File: config.mk
export PLATFORM = sky130hd
export DESIGN_NAME = cnt_sn_updown
export DESIGN_NICKNAME = d
export VERILOG_FILES = /design/src/rtl/cnt_sn_updown.sv
export SDC_FILE = /design/constraint.sdc
export NUM_CORES = 1
export LEC_CHECK = 0
export BUFFER_PORTS_ARGS = -buffer_cell sky130_fd_sc_hd__buf_2
export CORE_MARGIN = 2
export CORE_UTILIZATION = 50
export DETAILED_ROUTE_END_ITERATION = 12
export PLACE_DENSITY = 0.76
export SYNTH_ARGS = -nofsm -noshare
export SYNTH_HDL_FRONTEND = slang
export SYNTH_SLANG_ARGS = --single-unit
File: constraint.sdc
create_clock -name clk -period 4.75 [get_ports clk]
set_clock_uncertainty 0.15 [all_clocks]
set_input_delay 0.2375 -clock clk [delete_from_list [all_inputs] [get_ports clk]]
set_output_delay 0.2375 -clock clk [all_outputs]
set_load 0.03 [all_outputs]
File: src/rtl/cnt_sn_updown.sv
`default_nettype none
// ============================================================================
// Module   : cnt_sn_updown
// Brief    : Signed up/down counter over [MIN,MAX] with selectable step,
//            wrap or saturate end handling, clear/load and legacy en-clear.
// Revision : 1.0 - initial release
// ============================================================================
module cnt_sn_updown #(
    parameter int WIDTH   = 5,
    parameter int MIN     = -8,
    parameter int MAX     = 7,
    parameter int RST_VAL = -8,
    parameter int SAT     = 0,
    parameter int EN_CLR  = 1
) (
    input  logic                    clk,
    input  logic                    rst,
    input  logic                    en,
    input  logic                    up,
    input  logic        [WIDTH-1:0] step,
    input  logic                    clr,
    input  logic                    load,
    input  logic signed [WIDTH-1:0] load_val,
    output logic signed [WIDTH-1:0] out_num,
    output logic                    wrap,
    output logic                    at_max,
    output logic                    at_min
);

    localparam int XW = WIDTH + 2;
    localparam logic signed [XW-1:0] C_MIN_X = XW'(MIN);
    localparam logic signed [XW-1:0] C_MAX_X = XW'(MAX);
    localparam logic signed [XW-1:0] C_RST_X = XW'(RST_VAL);
    localparam logic signed [XW-1:0] C_ONE_X = XW'(1);
    // The legacy build wraps 7 -> 0, so both wrap bases collapse to zero there.
    localparam logic                 WRAP_TO_ZERO = (SAT == 0) && (EN_CLR == 1);
    localparam logic signed [XW-1:0] C_HI_BASE = WRAP_TO_ZERO ? '0 : C_MIN_X;
    localparam logic signed [XW-1:0] C_LO_BASE = WRAP_TO_ZERO ? '0 : C_MAX_X;

    logic signed [WIDTH-1:0] out_num_q, out_num_d;
    logic                    wrap_q, wrap_d;
    logic                    at_max_q, at_max_d;
    logic                    at_min_q, at_min_d;

    logic signed [XW-1:0] cur_x, step_x, n_x, lv_x, res_x;

    always_comb begin
        cur_x  = XW'(out_num_q);
        step_x = $signed({2'b00, step});
        n_x    = up ? (cur_x + step_x) : (cur_x - step_x);
        lv_x   = XW'(load_val);
        res_x  = cur_x;
        wrap_d = 1'b0;
        if (clr) begin
            res_x = '0;
        end else if (load) begin
            if (lv_x > C_MAX_X)
                res_x = C_MAX_X;
            else if (lv_x < C_MIN_X)
                res_x = C_MIN_X;
            else
                res_x = lv_x;
        end else if (!en) begin
            if (EN_CLR != 0)
                res_x = '0;
        end else if (step != '0) begin
            if (n_x > C_MAX_X) begin
                wrap_d = 1'b1;
                res_x  = (SAT != 0) ? C_MAX_X : (C_HI_BASE + (n_x - C_MAX_X - C_ONE_X));
            end else if (n_x < C_MIN_X) begin
                wrap_d = 1'b1;
                res_x  = (SAT != 0) ? C_MIN_X : (C_LO_BASE - (C_MIN_X - n_x - C_ONE_X));
            end else begin
                res_x = n_x;
            end
        end
        out_num_d = res_x[WIDTH-1:0];
        at_max_d  = (res_x == C_MAX_X);
        at_min_d  = (res_x == C_MIN_X);
    end

    always_ff @(posedge clk or negedge rst) begin
        if (!rst) begin
            out_num_q <= C_RST_X[WIDTH-1:0];
            wrap_q    <= 1'b0;
            at_max_q  <= (C_RST_X == C_MAX_X);
            at_min_q  <= (C_RST_X == C_MIN_X);
        end else begin
            out_num_q <= out_num_d;
            wrap_q    <= wrap_d;
            at_max_q  <= at_max_d;
            at_min_q  <= at_min_d;
        end
    end

    assign out_num = out_num_q;
    assign wrap    = wrap_q;
    assign at_max  = at_max_q;
    assign at_min  = at_min_q;

endmodule
`default_nettype wire

==> qor.yml, run 1 <==
status: "complete, no violations"
drt_iter0_drc: 85
ctsResizeCount: 0
avgSynthCellArea_sq_um: 8.23
root_buffer: "clkbuf_4"
yosys.area.top_type: "ha_1"
grt_usage_pct: 24.6
relSlewSlack_pct: 71.0
cts.sinks: 8
worst_setup_path_start_kind: "primary input"
synth_xor_xnor_area_share_pct: 5.29
synth-main-ff-cell: "dfrtp_1"
yosys.area_share.adder_pct: 12.3
ys.warnings.count: 0
grt_first_pass_wirelength_um: 6640
ys_types: 60
yosys.area.top_type_share_pct: 10.9
synth_compound_area_share_pct: 36.1
cts_tree: "yes"
drive_gt1_share_pct: 24.9
worstMarginPinSlew_ns: 0.432
gp_congestion: 0.928
path_class: "in2reg"
clockPowerShare_pct: 9.3
die_h_um: 58.6
pwr_density_cell_mw_per_mm2: 358
netSwitchingPower_mw: 0.312
finalWorstSetupSlack_ns: 0.339
combinationalPowerShare_pct: 75.5
synthCells: 181
ys_seq_area_share_pct: 13.7
routed_wl_um: 4040
via_count: 1605
antenna_found_initial: 0
overflow: 0
cp_max_fo: 6
synth-edff-count: 0
hpwl_um: 3300
final_common_cell: "buf_2"
seqPwrFrac_pct: 15.2
netlist_top_cells_area: "ha_1 11%, dfrtp_1 8.4%, dfstp_2 5.3%, o21ai_0 5.0%, a221oi_4 3.5%"
cts.clk_slew.worst_paths_ns: 0.05
pin_count: 24
fmax_mhz: 227
viasPerCell: 6.80
grt_max_degree: 12
instances_no_fill: 236
drtAntennaViolNets: 0
dieArea_sq_mm: 0.00343
cts_buffers: 3
synth_top_family_by_area: "compound AO/OA/AOI/OAI gates"
arrival_ns: 4.43
clock_latency_ns: 0.25
synth_mux_area_share_pct: 2.18
core_area_sq_mm: 0.00278
fp-row-count: 19
cts.htree.levels: 1
n_antenna_cell: 0
most-common-layout-cells: "23 x buf_2, 15 x o21ai_0, 13 x nand2_1, 13 x ha_1"
wl_per_cell_um: 17.1
clockBufferDepth: 2
hold_class: "in2reg"
cap_violations: 0
ys_ff_latch: 8
drv_slew: 0
fill_cells: 240
synth.cell_area_sq_mm: 0.00149
synth_simple_gate_area_share_pct: 25.9
period_needed_ns: 4.41
crit_required_ns: 4.77
swShare_pct: 52.4
cts_setup_buffers: 0
die_width_um: 58.6
syn-num-nets: 211
ir_worst_vdd_v: 0.000282
hold_viol: 0
nets: 236
start_util_pct: 53.5
first_pass_iters: 4
grt_pass1_vias: 1449
final.setup.tns_ns: 0
fin_crit_sh_pct: 92.9
route.detailed.drc: 0
io_buffers: 23
post-place-ws_ns: 0.134
rsz0062_at_grt: "false"
syn2layout_area_growth_pct: 11.8
synth-async-reset-ratio_pct: 100
setup_viol: 0
p_int_mw: 0.283
critPathCaptureType: "flop"
dpl.cell_count: 231
leakagePower_nw: 0.721
-- synth_stat cells, types with 3 or more instances --
master	n
ha_1	13
o21ai_0	15
clkbuf_1	4
nor2_1	10
xnor2_1	6
nand4_1	3
a221o_1	3
xor2_1	3
inv_1	10
nor3_1	5
nor2b_1	5
a21oi_1	8
nand3_1	7
nor4_1	3
a211oi_1	6
dfstp_2	3
dfrtp_1	5
a21o_1	3
nand2_1	13
a31oi_1	4
nand2b_1	4
-- registers in the layout, indices dropped and copies added (netlist names) --
| signal | cells |
|---|---|
| out_num | 5 |
| at_max | 1 |
| at_min | 1 |
| wrap | 1 |
-- power groups by stage --
stage / Combinational, mW / Sequential [mW] / Clock [mW]
final: 0.449 / 0.0907 / 0.0552
after global routing: 0.487 / 0.0923 / 0.0597
after CTS: 0.438 / 0.0912 / 0.0556
after detailed placement: 0.435 / 0.0921 / 0
after global placement: 0.428 / 0.0916 / 0
after floorplan: 0.318 / 0.105 / 0
-- per-stage QoR --
stage	utilization (%)	hold slack (ns)	instance area [sq um]	power, mW
6_report	59.8	0.177	1660	0.595
5_1_grt	59.8	0.191	1660	0.639
4_1_cts	59.8	0.159	1660	0.585
3_5_place_dp	58.5	-0.0713	1630	0.527
3_3_place_gp	58.5	-0.0715	1630	0.519
2_1_floorplan	-	-0.208	1490	0.424
-- final cells by class --
type / count / area, sq um / share of cell area (%)
clock buffers: 4 / 26.3 / 1.58
inverters: 10 / 37.5 / 2.26
flip-flops and latches: 8 / 204 / 12.3
repair buffers: 26 / 140 / 8.42
well taps: 31 / 38.8 / 2.33
multi-input cells: 157 / 1220 / 73.2
-- worst max-delay path, stage by stage --
cell       delay (ns)
buf_2            0.12
inv_1            0.05
ha_1             0.18
nor3b_1          0.25
ha_1             0.27
mux2_2           0.26
ha_1             0.35
o21ai_0          0.16
or2_2            0.33
nand2_1          0.09
buf_4            0.15
inv_1            0.06
ha_1             0.23
inv_1            0.09
o32ai_2          0.10
a221o_1          0.44
o2111ai_2        0.24
nand3_2          0.11
or4_4            0.52
a211oi_2         0.17
-- per-layer routing --
metal / GRT usage, % / up-vias / wire, um
met2: 39.8 / 78 / 1860
met5: 0 / - / 0
li1: - / 754 / -
met4: 5.52 / 0 / 80
met3: 5.71 / 11 / 265
met1: 33.5 / 762 / 1830
-- kinds of logic after synthesis --
kind of cell / count (synthesis)
AOI/OAI and AO/OA: 65
xor gates and xnor gates: 9
adders and majority gates: 14
buffers and inverters: 16
DFF: 8
muxes: 3
and+or+nand+nor: 66
-- worst paths after layout --
kind | to | depth (start not counted) | from | slack (ns)
hold reg to reg | out_num[0]$_DFF_PN0_ | 2 | out_num[0]$_DFF_PN0_ | 0.47
min in group asynchronous | at_max$_DFF_PN0_ | 2 | rst | 0.20
hold / removal | out_num[3]$_DFF_PN1_ | 3 | clr | 0.18
setup / recovery | at_min$_DFF_PN1_ | 20 | step[0] | 0.34
setup reg to reg | at_min$_DFF_PN1_ | 15 | out_num[0]$_DFF_PN0_ | 0.50
max in group asynchronous | out_num[4]$_DFF_PN1_ | 2 | rst | 4.02
-- repair_timing --
action                     CTS  global route
setup endpoints to repair    0             0
hold endpoints to repair     8             0
hold buffers                 1             0
No activity file was read; power rests on OpenSTA's default activity.
==> run 2: changes to the inputs <==
--- a/config.mk
+++ b/config.mk
@@ -7,9 +7,10 @@
 export LEC_CHECK = 0
 export BUFFER_PORTS_ARGS = -buffer_cell sky130_fd_sc_hd__buf_2
 export CORE_MARGIN = 2
-export CORE_UTILIZATION = 50
+export CORE_UTILIZATION = 44
 export DETAILED_ROUTE_END_ITERATION = 12
-export PLACE_DENSITY = 0.76
+export PLACE_DENSITY = 0.69
+export SKIP_LAST_GASP = 1
 export SYNTH_ARGS = -nofsm -noshare
 export SYNTH_HDL_FRONTEND = slang
 export SYNTH_SLANG_ARGS = --single-unit
==> run 2 against run 1 <==
Effect of this change:
- sequential power grew 1%
- worst setup slack improved by 0.064 ns
- sequential cell count did not move
- die area up 13%
- via count shrank 4.2%
- critical endpoint is now at_max$_DFF_PN0_
==> qor.yml, run 2 (same netlist as run 1, synthesis figures left out) <==
status: "complete, no violations"  # unchanged
viasPerCell: 5.98  # was 6.80
drive_gt1_share_pct: 27.0  # was 24.9%
leakagePower_nw: 0.750  # was 0.721 nW
instances_no_fill: 257  # was 236
fp-row-count: 21  # was 19
root_buffer: "clkbuf_4"  # unchanged
hold_class: "in2reg"  # unchanged
min_path_cells: 3  # unchanged
start_util_pct: 45.3  # was 53.5%
period_needed_ns: 4.35  # was 4.41 ns
antenna_found_initial: 0  # unchanged
critPathTopFamily: "compound AO/OA/AOI/OAI gates"  # was simple AND/OR/NAND/NOR gates
via_count: 1538  # was 1605
multiInputGateArea_sq_mm: 0.00122  # unchanged
combinationalPowerShare_pct: 76.1  # was 75.5%
cts.htree.levels: 1  # unchanged
cts_setup_buffers: 0  # unchanged
path_buf_inv: 4  # was 5
grt_pass1_vias: 1394  # was 1449
gp_congestion: 0.874  # was 0.928
overflow: 0  # unchanged
critPathMaxStageDelay_ns: 0.35  # was 0.52 ns
nets: 242  # was 236
hold_ws_ns: 0.176  # was 0.177 ns
cts.clk_slew.worst_paths_ns: 0.05  # about the same
relSlewSlack_pct: 67.2  # was 71.0%
drv_slew: 0  # unchanged
die_width_um: 62.2  # was 58.6 um
arrival_ns: 4.31  # was 4.43 ns
dpl.cell_count: 252  # was 231
hpwl_um: 3210  # was 3300 um
path_class: "in2reg"  # unchanged
clock_latency_ns: 0.26  # was 0.25 ns
clockPowerShare_pct: 8.9  # was 9.3%
routed_wl_um: 3940  # was 4040 um
io_buffers: 23  # unchanged
seqPwrFrac_pct: 15.0  # was 15.2%
wl_per_cell_um: 15.3  # was 17.1 um
rsz0062_at_grt: "false"  # unchanged
cp_max_fo: 5  # was 6
crit_chain: "buf_2 -> inv_1 -> ha_1 -> nor3b_1 -> ha_1 -> mux2_2 -> ha_1 -> o21ai_0 -> or2_2 -> nand2_1 -> ha_1 -> nand3_1 -> o21ai_0 -> o32ai_1 -> a221oi_1 -> buf_4 -> and3_1 -> nor4_1 -> a311oi_1 -> buf_4 -> nor4b_1"  # was buf_2 -> inv_1 -> ha_1 -> nor3b_1 -> ha_1 -> mux2_2 -> ha_1 -> o21ai_0 -> or2_2 -> nand2_1 -> buf_4 -> inv_1 -> ha_1 -> inv_1 -> o32ai_2 -> a221o_1 -> o2111ai_2 -> nand3_2 -> or4_4 -> a211oi_2
grt_first_pass_wirelength_um: 6460  # was 6640 um
route.detailed.drc: 0  # unchanged
largest_reg_flops: 5  # unchanged
die_h_um: 62.2  # was 58.6 um
most-common-layout-cells: "23 x buf_2, 15 x o21ai_0, 13 x nand2_1, 13 x ha_1"  # unchanged
seqCellArea_sq_um: 204  # unchanged
setup_viol: 0  # unchanged
post-place-ws_ns: 0.220  # was 0.134 ns
final_common_cell: "buf_2"  # unchanged
core_area_sq_mm: 0.00328  # was 0.00278 sq mm
final_util_pct: 52.6  # was 59.8%
dieArea_sq_mm: 0.00387  # was 0.00343 sq mm
hold_viol: 0  # unchanged
cts_tree: "yes"  # unchanged
cp_common_cell: "ha_1"  # unchanged
crit_required_ns: 4.71  # was 4.77 ns
worstMarginPinSlew_ns: 0.489  # was 0.432 ns
pwr_density_cell_mw_per_mm2: 354  # was 358 mW/mm^2
p_int_mw: 0.298  # was 0.283 mW
ir_worst_vdd_v: 0.000125  # was 0.000282 V
drtAntennaViolNets: 0  # unchanged
fin_crit_sh_pct: 91.5  # was 92.9%
worst_setup_path_start_kind: "primary input"  # unchanged
finalWorstSetupSlack_ns: 0.403  # was 0.339 ns
netSwitchingPower_mw: 0.313  # was 0.312 mW
crit_path_top_delay_cell: "ha_1"  # was or4_4
critPathCaptureType: "flop"  # unchanged
fmax_mhz: 230  # was 227 MHz
cts_buffers: 3  # unchanged
drt_iter0_drc: 108  # was 85
clockBufferDepth: 2  # unchanged
final.setup.tns_ns: 0  # unchanged
swShare_pct: 51.2  # was 52.4%
r2r_cells: 16  # was 15
first_pass_iters: 4  # unchanged
fill_cells: 317  # was 240
syn2layout_area_growth_pct: 16.1  # was 11.8%
cts.sinks: 8  # unchanged
cap_violations: 0  # unchanged
path_depth: 21  # was 20
grt_usage_pct: 20.4  # was 24.6%
grt_max_degree: 12  # unchanged
pin_count: 24  # unchanged
n_antenna_cell: 0  # unchanged
-- run 2: cell count changes in the layout (fill, tap and decap cells not counted) --
cell / change
buf_4: +6
-- run 2: power groups by stage --
stage | combinational, mW | clock [mW] | sequential [mW]
final | 0.465 | 0.0543 | 0.0919
after floorplan | 0.318 | 0 | 0.105
after detailed placement | 0.454 | 0 | 0.0932
after global routing | 0.508 | 0.0628 | 0.0927
after CTS | 0.457 | 0.0569 | 0.0921
after global placement | 0.456 | 0 | 0.0929
-- run 2: through the flow --
step	power, mW	area, sq um
3_5_place_dp	0.547	1690
5_1_grt	0.663	1730
3_3_place_gp	0.549	1690
4_1_cts	0.606	1730
2_1_floorplan	0.424	1490
6_report	0.611	1730
-- run 2: area by class of cell --
| type | count | share of cell area, % |
|---|---|---|
| Sequential cell | 8 | 11.8 |
| Tap cell | 46 | 3.33 |
| Clock buffer | 4 | 1.52 |
| Multi-Input combinational cell | 157 | 70.5 |
| Inverter | 10 | 2.17 |
| Timing Repair Buffer | 32 | 10.7 |
-- run 2: final timing paths --
check / from / end / slack, ns
worst max register to register: out_num[0]$_DFF_PN0_ / at_max$_DFF_PN0_ / 0.51
worst max-delay path: step[0] / at_max$_DFF_PN0_ / 0.40
min in group asynchronous: rst / out_num[2]$_DFF_PN0_ / 0.19
max in group asynchronous: rst / out_num[3]$_DFF_PN1_ / 4.02
worst min register to register: out_num[0]$_DFF_PN0_ / out_num[0]$_DFF_PN0_ / 0.48
worst min-delay path: clr / out_num[3]$_DFF_PN1_ / 0.18
-- run 2: layer usage --
metal | up-vias | track usage [%] | share of wire, %
li1 | 762 | - | -
met1 | 723 | 29.8 | 50
met2 | 48 | 32.5 | 45
met3 | 5 | 0.543 | 3.8
met4 | 0 | 6.67 | 1.3
met5 | - | 0 | 0
-- run 2: tightest hold or removal path, stage by stage --
cell and delay (ns):
buf_2 0.14, a221o_1 0.12, a211oi_1 0.07
-- run 2: repair_timing --
| item | in CTS | in global routing |
|---|---|---|
| hold buffers | 1 | 0 |
| resized for setup | 0 | 0 |
| hold endpoints to repair | 8 | 0 |
